<file path="config.mk">
export PLATFORM = sky130hd
export DESIGN_NAME = stage_4_feeder
export DESIGN_NICKNAME = d
export VERILOG_FILES = /design/src/rtl/stage_4_feeder.sv
export SDC_FILE = /design/constraint.sdc
export NUM_CORES = 1
export LEC_CHECK = 0
export BUFFER_PORTS_ARGS = -buffer_cell sky130_fd_sc_hd__buf_2
export CELL_PAD_IN_SITES_DETAIL_PLACEMENT = 1
export CELL_PAD_IN_SITES_GLOBAL_PLACEMENT = 2
export CORE_MARGIN = 2
export CORE_UTILIZATION = 39
export DETAILED_ROUTE_END_ITERATION = 12
export PLACE_DENSITY = 0.79
export SLEW_MARGIN = 20
export SYNTH_ARGS = -nofsm -noshare
export SYNTH_HDL_FRONTEND = slang
export SYNTH_SLANG_ARGS = --single-unit
</file>
<file path="constraint.sdc">
create_clock -name clk -period 4.2 [get_ports clk]
set_input_delay 0.42 -clock clk [delete_from_list [all_inputs] [get_ports clk]]
set_output_delay 0.42 -clock clk [all_outputs]
set_load 0.02 [all_outputs]
</file>
<file path="src/rtl/stage_4_feeder.sv">
// Operand-pair feeder for the stage_4 float accumulator: buffers pairs,
// issues one accumulate per pair and reports the final running total.
module stage_4_feeder #(
    parameter int FLOAT_DATA_WIDTH = 32,
    parameter int FIFO_DEPTH       = 4,
    parameter int COUNT_WIDTH      = 10
) (
    input  logic                        clk,
    input  logic                        rst,
    input  logic                        clk_en,
    input  logic                        begin_acc,
    input  logic [COUNT_WIDTH-1:0]      pair_count,
    input  logic                        in_valid,
    output logic                        in_ready,
    input  logic [FLOAT_DATA_WIDTH-1:0] in_a,
    input  logic [FLOAT_DATA_WIDTH-1:0] in_b,
    output logic                        acc_start,
    output logic [FLOAT_DATA_WIDTH-1:0] acc_current_total,
    output logic [FLOAT_DATA_WIDTH-1:0] acc_add_one,
    output logic [FLOAT_DATA_WIDTH-1:0] acc_add_two,
    input  logic                        acc_done,
    input  logic [FLOAT_DATA_WIDTH-1:0] acc_new_total,
    output logic [FLOAT_DATA_WIDTH-1:0] result,
    output logic                        result_valid,
    output logic                        busy,
    output logic                        protocol_err
);
    localparam int W     = FLOAT_DATA_WIDTH;
    localparam int PTR_W = (FIFO_DEPTH > 1) ? $clog2(FIFO_DEPTH) : 1;
    localparam int OCC_W = PTR_W + 1;

    typedef enum logic [1:0] {IDLE, ISSUE, WAIT, FINISH} state_t;

    state_t state_q, state_d;

    logic [W-1:0]       mem_a_q [FIFO_DEPTH];
    logic [W-1:0]       mem_a_d [FIFO_DEPTH];
    logic [W-1:0]       mem_b_q [FIFO_DEPTH];
    logic [W-1:0]       mem_b_d [FIFO_DEPTH];
    logic [PTR_W-1:0]   wr_ptr_q, wr_ptr_d;
    logic [PTR_W-1:0]   rd_ptr_q, rd_ptr_d;
    logic [OCC_W-1:0]   occ_q, occ_d;

    logic [W-1:0]           total_q, total_d;
    logic [COUNT_WIDTH-1:0] remaining_q, remaining_d;
    logic [W-1:0]           add_one_q, add_one_d;
    logic [W-1:0]           add_two_q, add_two_d;
    logic [W-1:0]           cur_total_q, cur_total_d;
    logic                   start_q, start_d;
    logic [W-1:0]           result_q, result_d;
    logic                   result_valid_q, result_valid_d;
    logic                   err_q, err_d;
    logic                   pend_q, pend_d;
    logic [W-1:0]           pend_total_q, pend_total_d;

    logic         full;
    logic         empty;
    logic         can_push;
    logic         push;
    logic         pop;
    logic         done_now;
    logic [W-1:0] done_total;

    assign full     = (occ_q == OCC_W'(FIFO_DEPTH));
    assign empty    = (occ_q == '0);
    assign can_push = rst && clk_en && !full;
    assign push     = in_valid && can_push;
    assign pop      = clk_en && (state_q == ISSUE) && !empty;

    // A completion seen while disabled is replayed from the pending flag.
    assign done_now   = acc_done || pend_q;
    assign done_total = pend_q ? pend_total_q : acc_new_total;

    always_ff @(posedge clk) begin
        if (!rst) begin
            state_q <= IDLE;
        end else begin
            state_q <= state_d;
        end
    end

    always_comb begin
        state_d = state_q;
        if (clk_en) begin
            unique case (state_q)
                IDLE: begin
                    if (begin_acc) begin
                        state_d = (pair_count == '0) ? FINISH : ISSUE;
                    end
                end
                ISSUE: begin
                    if (!empty) state_d = WAIT;
                end
                WAIT: begin
                    if (done_now) begin
                        state_d = (remaining_q == COUNT_WIDTH'(1)) ? FINISH : ISSUE;
                    end
                end
                FINISH: state_d = IDLE;
                default: state_d = IDLE;
            endcase
        end
    end

    always_comb begin
        mem_a_d  = mem_a_q;
        mem_b_d  = mem_b_q;
        wr_ptr_d = wr_ptr_q;
        rd_ptr_d = rd_ptr_q;
        occ_d    = occ_q;
        if (push) begin
            mem_a_d[wr_ptr_q] = in_a;
            mem_b_d[wr_ptr_q] = in_b;
            wr_ptr_d          = wr_ptr_q + PTR_W'(1);
        end
        if (pop) begin
            rd_ptr_d = rd_ptr_q + PTR_W'(1);
        end
        unique case ({push, pop})
            2'b10:   occ_d = occ_q + OCC_W'(1);
            2'b01:   occ_d = occ_q - OCC_W'(1);
            default: occ_d = occ_q;
        endcase
    end

    always_comb begin
        total_d        = total_q;
        remaining_d    = remaining_q;
        add_one_d      = add_one_q;
        add_two_d      = add_two_q;
        cur_total_d    = cur_total_q;
        start_d        = 1'b0;
        result_d       = result_q;
        result_valid_d = 1'b0;
        err_d          = err_q;
        pend_d         = pend_q;
        pend_total_d   = pend_total_q;
        if (!clk_en) begin
            if (acc_done) begin
                pend_d       = 1'b1;
                pend_total_d = acc_new_total;
            end
        end else begin
            pend_d = 1'b0;
            unique case (state_q)
                IDLE: begin
                    if (begin_acc) begin
                        total_d     = '0;
                        remaining_d = pair_count;
                        err_d       = 1'b0;
                    end
                end
                ISSUE: begin
                    if (done_now) err_d = 1'b1;
                    if (!empty) begin
                        add_one_d   = mem_a_q[rd_ptr_q];
                        add_two_d   = mem_b_q[rd_ptr_q];
                        cur_total_d = total_q;
                        start_d     = 1'b1;
                    end
                end
                WAIT: begin
                    if (done_now) begin
                        total_d     = done_total;
                        remaining_d = remaining_q - COUNT_WIDTH'(1);
                    end
                end
                FINISH: begin
                    result_d       = total_q;
                    result_valid_d = 1'b1;
                end
                default: ;
            endcase
        end
    end

    always_ff @(posedge clk) begin
        mem_a_q <= mem_a_d;
        mem_b_q <= mem_b_d;
    end

    always_ff @(posedge clk) begin
        if (!rst) begin
            wr_ptr_q       <= '0;
            rd_ptr_q       <= '0;
            occ_q          <= '0;
            total_q        <= '0;
            remaining_q    <= '0;
            add_one_q      <= '0;
            add_two_q      <= '0;
            cur_total_q    <= '0;
            start_q        <= 1'b0;
            result_q       <= '0;
            result_valid_q <= 1'b0;
            err_q          <= 1'b0;
            pend_q         <= 1'b0;
            pend_total_q   <= '0;
        end else begin
            wr_ptr_q       <= wr_ptr_d;
            rd_ptr_q       <= rd_ptr_d;
            occ_q          <= occ_d;
            total_q        <= total_d;
            remaining_q    <= remaining_d;
            add_one_q      <= add_one_d;
            add_two_q      <= add_two_d;
            cur_total_q    <= cur_total_d;
            start_q        <= start_d;
            result_q       <= result_d;
            result_valid_q <= result_valid_d;
            err_q          <= err_d;
            pend_q         <= pend_d;
            pend_total_q   <= pend_total_d;
        end
    end

    always_comb begin
        in_ready          = can_push;
        busy              = (state_q != IDLE);
        acc_start         = start_q;
        acc_current_total = cur_total_q;
        acc_add_one       = add_one_q;
        acc_add_two       = add_two_q;
        result            = result_q;
        result_valid      = result_valid_q;
        protocol_err      = err_q;
    end
endmodule

</file>
==> results.sh, run 1 <==
export IMPL_relSlewSlack_pct=30.62
export IMPL_io_pins=245
export IMPL_wirelength_mm=45.60
export IMPL_ys_ff_latch=471
export IMPL_syn_cell_area_um2=17590
export IMPL_dieWidth_um=216.4
export IMPL_synth_distinct_cells=52
export IMPL_place_congestion=0.7346
export IMPL_setup_violations=0
export IMPL_area_growth_pct=20.72
export IMPL_clkLatencyLatePin_ps=610
export IMPL_worstPathRequired_ps=4700
export IMPL_cp_end_kind="flip-flop"
export IMPL_post_cts_buffers=0
export IMPL_design_area_um2=21240
export IMPL_rsz0062_at_grt="no"
export IMPL_clock_path_buffers=3
export IMPL_rows=77
export IMPL_cp_cell_sequence="and2b_1, nand3_4, inv_4, ha_1, inv_1, fa_1, xor2_1, or3_1, a21oi_1"
export IMPL_max_stage_delay_ps=490
export IMPL_drcViolationCount=0
export IMPL_dr_total_vias=11573
export IMPL_async_flop_share_pct=0
export IMPL_clkSlewWorstSetupHoldPaths_ps=60
export IMPL_crit_path_start_kind="flip-flop"
export IMPL_avgSynthCellArea_um2=12.68
export IMPL_yosysSeqAreaShare_pct=68.16
export IMPL_io_buffers=244
export IMPL_fin_worst_skew_ps=43.68
export IMPL_place_area_um2=19390
export IMPL_synthCells=1387
export IMPL_worst_ep_arrival_time_ps=3680
export IMPL_p_sw_w=0.002156
export IMPL_p_int_w=0.007649
export IMPL_fin_hold_ws_ps=34.37
export IMPL_synth_ff_type="edfxtp_1"
export IMPL_synth_most_common_cell="nand2_1"
export IMPL_hp_class="input pin to flip-flop"
export IMPL_viasPerCell=5.116
export IMPL_coreArea_um2=44410
export IMPL_die_y_um=216.4
export IMPL_cts_num_sinks=471
export IMPL_grt_pass1_vias=12248
export IMPL_grt_ovfl_total=0
export IMPL_synth_top_area_cell="edfxtp_1"
export IMPL_synth_common_cells="nand2_1, edfxtp_1, dfxtp_1, a21oi_1, mux4_2"
export IMPL_cpMaxStageDelayCell="dfxtp_1"
export IMPL_wl_per_cell_um=20.16
export IMPL_combPwrFrac_pct=4.7
export IMPL_cts_max_level=2
export IMPL_reg2reg_slack_ps=1020
export IMPL_swShare_pct=21.99
export IMPL_grt_max_degree=168
export IMPL_tns_ps=0
export IMPL_p_clk_share_pct=44.6
export IMPL_critPathMaxFanout=38
export IMPL_status="finished clean"
export IMPL_post_cts_resize_count=0
export IMPL_synth_edf_count=256
export IMPL_maxSlewViolCount=0
export IMPL_critPathKind="flip-flop to flip-flop"
export IMPL_hold_buffers=19
export IMPL_clock_fmax_ghz=0.3146
export IMPL_root_buffer="clkbuf_16"
export IMPL_ys_top_cells_by_area="edfxtp_1, dfxtp_1, mux4_2"
export IMPL_ant_nets=0
export IMPL_hpwl_mm=27.94
export IMPL_synth_nets=1507
export IMPL_seq_power_share_pct=50.7
export IMPL_grt_pass1_wl_mm=70.78
export IMPL_maxCapViolCount=0
export IMPL_drtIter0Drc=704
export IMPL_powerDensity_nw_per_um2=461.7
export IMPL_synth_top_area_share_pct=43.70
export IMPL_cts_tree="done"
export IMPL_start_util_pct=39.61
export IMPL_grt_usage_pct=19.54
export IMPL_dieArea_um2=46820
export IMPL_p_leak_nw=7.413
export IMPL_antenna_found_initial=9
export IMPL_ir_worst_vdd_mv=0.3346
export IMPL_hold_viol_final=0
export IMPL_finalCriticalPeriod_ps=3179
export IMPL_worst_pin_slew_ps=1039
export IMPL_yosys_warnings=0
export IMPL_cts_buffers=50
export IMPL_nets=1745
export IMPL_firstDrtPassIters=5
export IMPL_fin_crit_sh_pct=75.69
export IMPL_drive_above_1_share_pct=26.75
[routing by layer]
metal | routed length (um) | track usage, %
met5 | 74 | 0
met4 | 634 | 4.566
met3 | 2344 | 4.716
met2 | 22390 | 33.06
met1 | 20150 | 25.44
[worst max-delay path: cells and delay by family, from the launching register on]
kind	cells	cell delay, ps
buf+inv	2	530
flops	1	490
simple gates	3	1120
compound gates	1	140
fa+ha+maj	2	630
xor+xnor	1	150
[per-stage QoR]
step / worst slack [ps] / power, W / instances / util, %
after global placement: 971.4 / 0.005504 / 2146 / 43.67
after CTS: 975.9 / 0.009924 / 2259 / 47.80
after detailed placement: 960.2 / 0.005521 / 2146 / 43.67
after floorplan: 1008 / 0.005327 / 1387 / -
final: 1021 / 0.009805 / 2262 / 47.82
after global routing: 760.9 / 0.01015 / 2262 / 47.82
[cells by family (layout without fill, tap and decap cells)]
kind of cell	count (synthesis)	after routing	share of synthesized area [%]
and+or+nand+nor	467	467	11.03
AOI/OAI and AO/OA	233	233	7.034
adders and majority gates	8	8	0.6116
buffers and inverters	107	387	2.674
DFF	471	471	68.16
other	0	3	0
xor gates and xnor gates	5	5	0.2490
muxes	96	96	10.24
[cell usage in the layout (no fill, tap or decap), drive strengths merged, types with 2 or more instances in the layout]
master,n
nand2,365
buf,262
edfxtp,256
dfxtp,215
a21oi,200
clkbuf,71
mux4,64
nand3,41
mux2,32
dlygate4sd3,19
nor2,18
clkinv,18
inv,13
nor3,9
o21ai,7
ha,7
or3,7
a31oi,6
and2,5
o211ai,4
bufinv,4
nor3b,4
diode,3
xor2,3
nand2b,3
nand4,3
nor2b,3
a211oi,2
xnor2,2
nor4,2
and3,2
a32oi,2
o31ai,2
[path summary, 6_finish.rpt]
kind              start          end  cells after the start
max reg2reg  state_q[1]     occ_q[2]                      9
min reg2reg  result[13]   result[13]                      2
min            in_b[18]  mem_b_q[18]                      1
max          state_q[1]     occ_q[2]                      9
[flip-flops by register name, indices dropped and copies added, names as in the netlist]
| name | cells |
|---|---|
| rd_ptr_q | 2 |
| pend_total_q | 32 |
| state_q | 2 |
| acc_add_two | 32 |
| acc_add_one | 32 |
| remaining_q | 10 |
| wr_ptr_q | 2 |
| pend_q | 1 |
| mem_b_q | 128 |
| result | 32 |
| acc_start | 1 |
| mem_a_q | 128 |
| result_valid | 1 |
| total_q | 32 |
| acc_current_total | 32 |
| protocol_err | 1 |
| occ_q | 3 |
[power groups by stage]
stage               clock network [W]  logic [W]  registers, W
floorplan                           0   0.000272       0.00506
global placement                    0   0.000442       0.00506
detailed placement                  0   0.000454       0.00507
CTS                           0.00448   0.000472       0.00497
global route                  0.00466   0.000511       0.00498
finish                        0.00437   0.000462       0.00497
[layout make-up]
| cell class | count | area, um2 |
|---|---|---|
| fill | 4635 | 23170 |
| sequential | 471 | 12000 |
| multi-input combinational | 809 | 5160 |
| timing repair buffer | 281 | 1634 |
| clock buffer | 71 | 1380 |
| tap | 592 | 740.7 |
| clock inverter | 23 | 266.5 |
| inverter | 12 | 52.55 |
| antenna | 3 | 7.507 |
Note: power is estimated with default switching activity, not from simulation.
==> run 2, diff against run 1 <==
==> constraint.sdc (replaced) <==
create_clock -name clk -period 3 [get_ports clk]
set_input_delay 0.3 -clock clk [delete_from_list [all_inputs] [get_ports clk]]
set_output_delay 0.3 -clock clk [all_outputs]
set_load 0.02 [all_outputs]
==> results.sh, run 2 (same netlist as run 1, synthesis figures left out) <==
export IMPL_status="finished clean"
export IMPL_dieWidth_um=216.4
export IMPL_fin_hold_ws_ps=52.01
export IMPL_place_congestion=0.7780
export IMPL_worst_ep_arrival_time_ps=2700
export IMPL_crit_path_start_kind="flip-flop"
export IMPL_grt_pass1_vias=13044
export IMPL_hold_viol_final=0
export IMPL_rows=77
export IMPL_reg2reg_slack_ps=810
export IMPL_final_common_cell="nand2_1"
export IMPL_wirelength_mm=47.67
export IMPL_utilization_pct=50.10
export IMPL_max_stage_delay_ps=390
export IMPL_ir_worst_vdd_mv=0.8519
export IMPL_area_growth_pct=26.48
export IMPL_p_leak_nw=7.863
export IMPL_finalWorstSetupSlack_ps=812.0
export IMPL_root_buffer="clkbuf_16"
export IMPL_cts_num_sinks=471
export IMPL_post_cts_buffers=0
export IMPL_maxSlewViolCount=0
export IMPL_grt_ovfl_total=0
export IMPL_p_int_w=0.01100
export IMPL_clkLatencyLatePin_ps=590
export IMPL_cpMaxStageDelayCell="dfxtp_1"
export IMPL_p_clk_share_pct=45.1
export IMPL_cts_max_level=2
export IMPL_drcViolationCount=0
export IMPL_power_w=0.01406
export IMPL_clkSlewWorstSetupHoldPaths_ps=60
export IMPL_worst_pin_slew_ps=848.8
export IMPL_die_y_um=216.4
export IMPL_setup_violations=0
export IMPL_hpwl_mm=28.65
export IMPL_worstPathRequired_ps=3510
export IMPL_multiInputGateArea_um2=5165
export IMPL_clock_path_buffers=3
export IMPL_drtIter0Drc=701
export IMPL_critPathMaxFanout=4
export IMPL_nets=1834
export IMPL_fin_crit_sh_pct=72.93
export IMPL_io_pins=245
export IMPL_p_sw_w=0.003057
export IMPL_fin_worst_skew_ps=20.89
export IMPL_regArea_um2=12000
export IMPL_cp_cell_sequence="or3_1, nand3_4, inv_4, ha_1, inv_1, fa_1, xor2_1, or3_1, a21oi_1"
export IMPL_critPathKind="flip-flop to flip-flop"
export IMPL_combPwrFrac_pct=5.5
export IMPL_grt_max_degree=98
export IMPL_firstDrtPassIters=4
export IMPL_nFillCells=4642
export IMPL_layout_common_cells="nand2_1, edfxtp_1, buf_2"
export IMPL_clock_fmax_ghz=0.4570
export IMPL_ant_nets=0
export IMPL_hp_class="input pin to flip-flop"
export IMPL_coreArea_um2=44410
export IMPL_crit_top_cell="or3_1"
export IMPL_seq_power_share_pct=49.4
export IMPL_io_buffers=244
export IMPL_grt_usage_pct=20.32
export IMPL_antenna_found_initial=4
export IMPL_viasPerCell=5.179
export IMPL_cts_tree="done"
export IMPL_finalCriticalPeriod_ps=2188
export IMPL_start_util_pct=39.61
export IMPL_dr_total_vias=12171
export IMPL_maxCapViolCount=0
export IMPL_cp_end_kind="flip-flop"
export IMPL_dieArea_um2=46820
export IMPL_drive_above_1_share_pct=26.50
export IMPL_tns_ps=0
export IMPL_largestRegisters="mem_a_q x128, mem_b_q x128"
export IMPL_swShare_pct=21.75
export IMPL_cts_buffers=51
export IMPL_pre_cts_slack_ps=679.8
export IMPL_powerDensity_nw_per_um2=631.8
export IMPL_rsz0062_at_grt="no"
export IMPL_wl_per_cell_um=20.28
export IMPL_relSlewSlack_pct=43.35
export IMPL_grt_pass1_wl_mm=74.32
[run 2: changes by cell type in the layout (fill, tap and decap cells not counted), sizes merged]
cell and change:
buf +10, bufinv -1, clkbuf +9, clkinv -8, dlygate4sd3 +78
[run 2: final timing paths]
check / start / end / cells past startpoint
max reg2reg: occ_q[0] / occ_q[2] / 9
min reg2reg: acc_add_one[31] / acc_add_one[31] / 2
min: begin_acc / protocol_err / 4
max: occ_q[0] / occ_q[2] / 9
[run 2: area by class of cell]
class                      count  share of cell area (%)
sequential                   471                   53.93
multi-input combinational    809                   23.21
timing repair buffer         369                   11.53
clock buffer                  80                   6.905
tap                          592                   3.329
clock inverter                14                  0.8266
inverter                      12                  0.2362
antenna                        3                 0.03374
[run 2: what timing repair did]
| item | in CTS | in global routing |
|---|---|---|
| endpoints found under the hold margin | 289 | 0 |
| hold buffers | 97 | 0 |
| gates resized for setup | 0 | 0 |
[run 2: worst max-delay path: cells and delay by family (launching register included)]
kind | cells | cell delay (ps)
AO/OA/AOI/OAI | 1 | 140
XOR/XNOR | 1 | 170
adder cells (fa/ha/maj) | 2 | 580
buffers and inverters | 2 | 150
flip-flops | 1 | 390
AND/OR/NAND/NOR | 3 | 690
[run 2: per-stage QoR]
stage,std cells,area (um2)
6_report,2350,22250
3_3_place_gp,2156,19550
3_5_place_dp,2156,19550
2_1_floorplan,1387,17600
5_1_grt,2350,22250
4_1_cts,2347,22240
[run 2: power groups by stage]
stage,registers [W],clock network (W),logic (W)
final,0.00694,0.00635,0.000769
after global routing,0.00695,0.00673,0.000845
after CTS,0.00694,0.00647,0.000777
after detailed placement,0.00708,0,0.000667
after global placement,0.00707,0,0.000644
after floorplan,0.00708,0,0.000381
[run 2: metal layers]
layer  up-vias  track usage, %  share of wire, %
met1      6158           25.82                42
met4         2           6.301               1.9
met2       322           35.10                50
met3        70           3.930               5.6
met5         -               0             0.027
li1       5619               -                 -
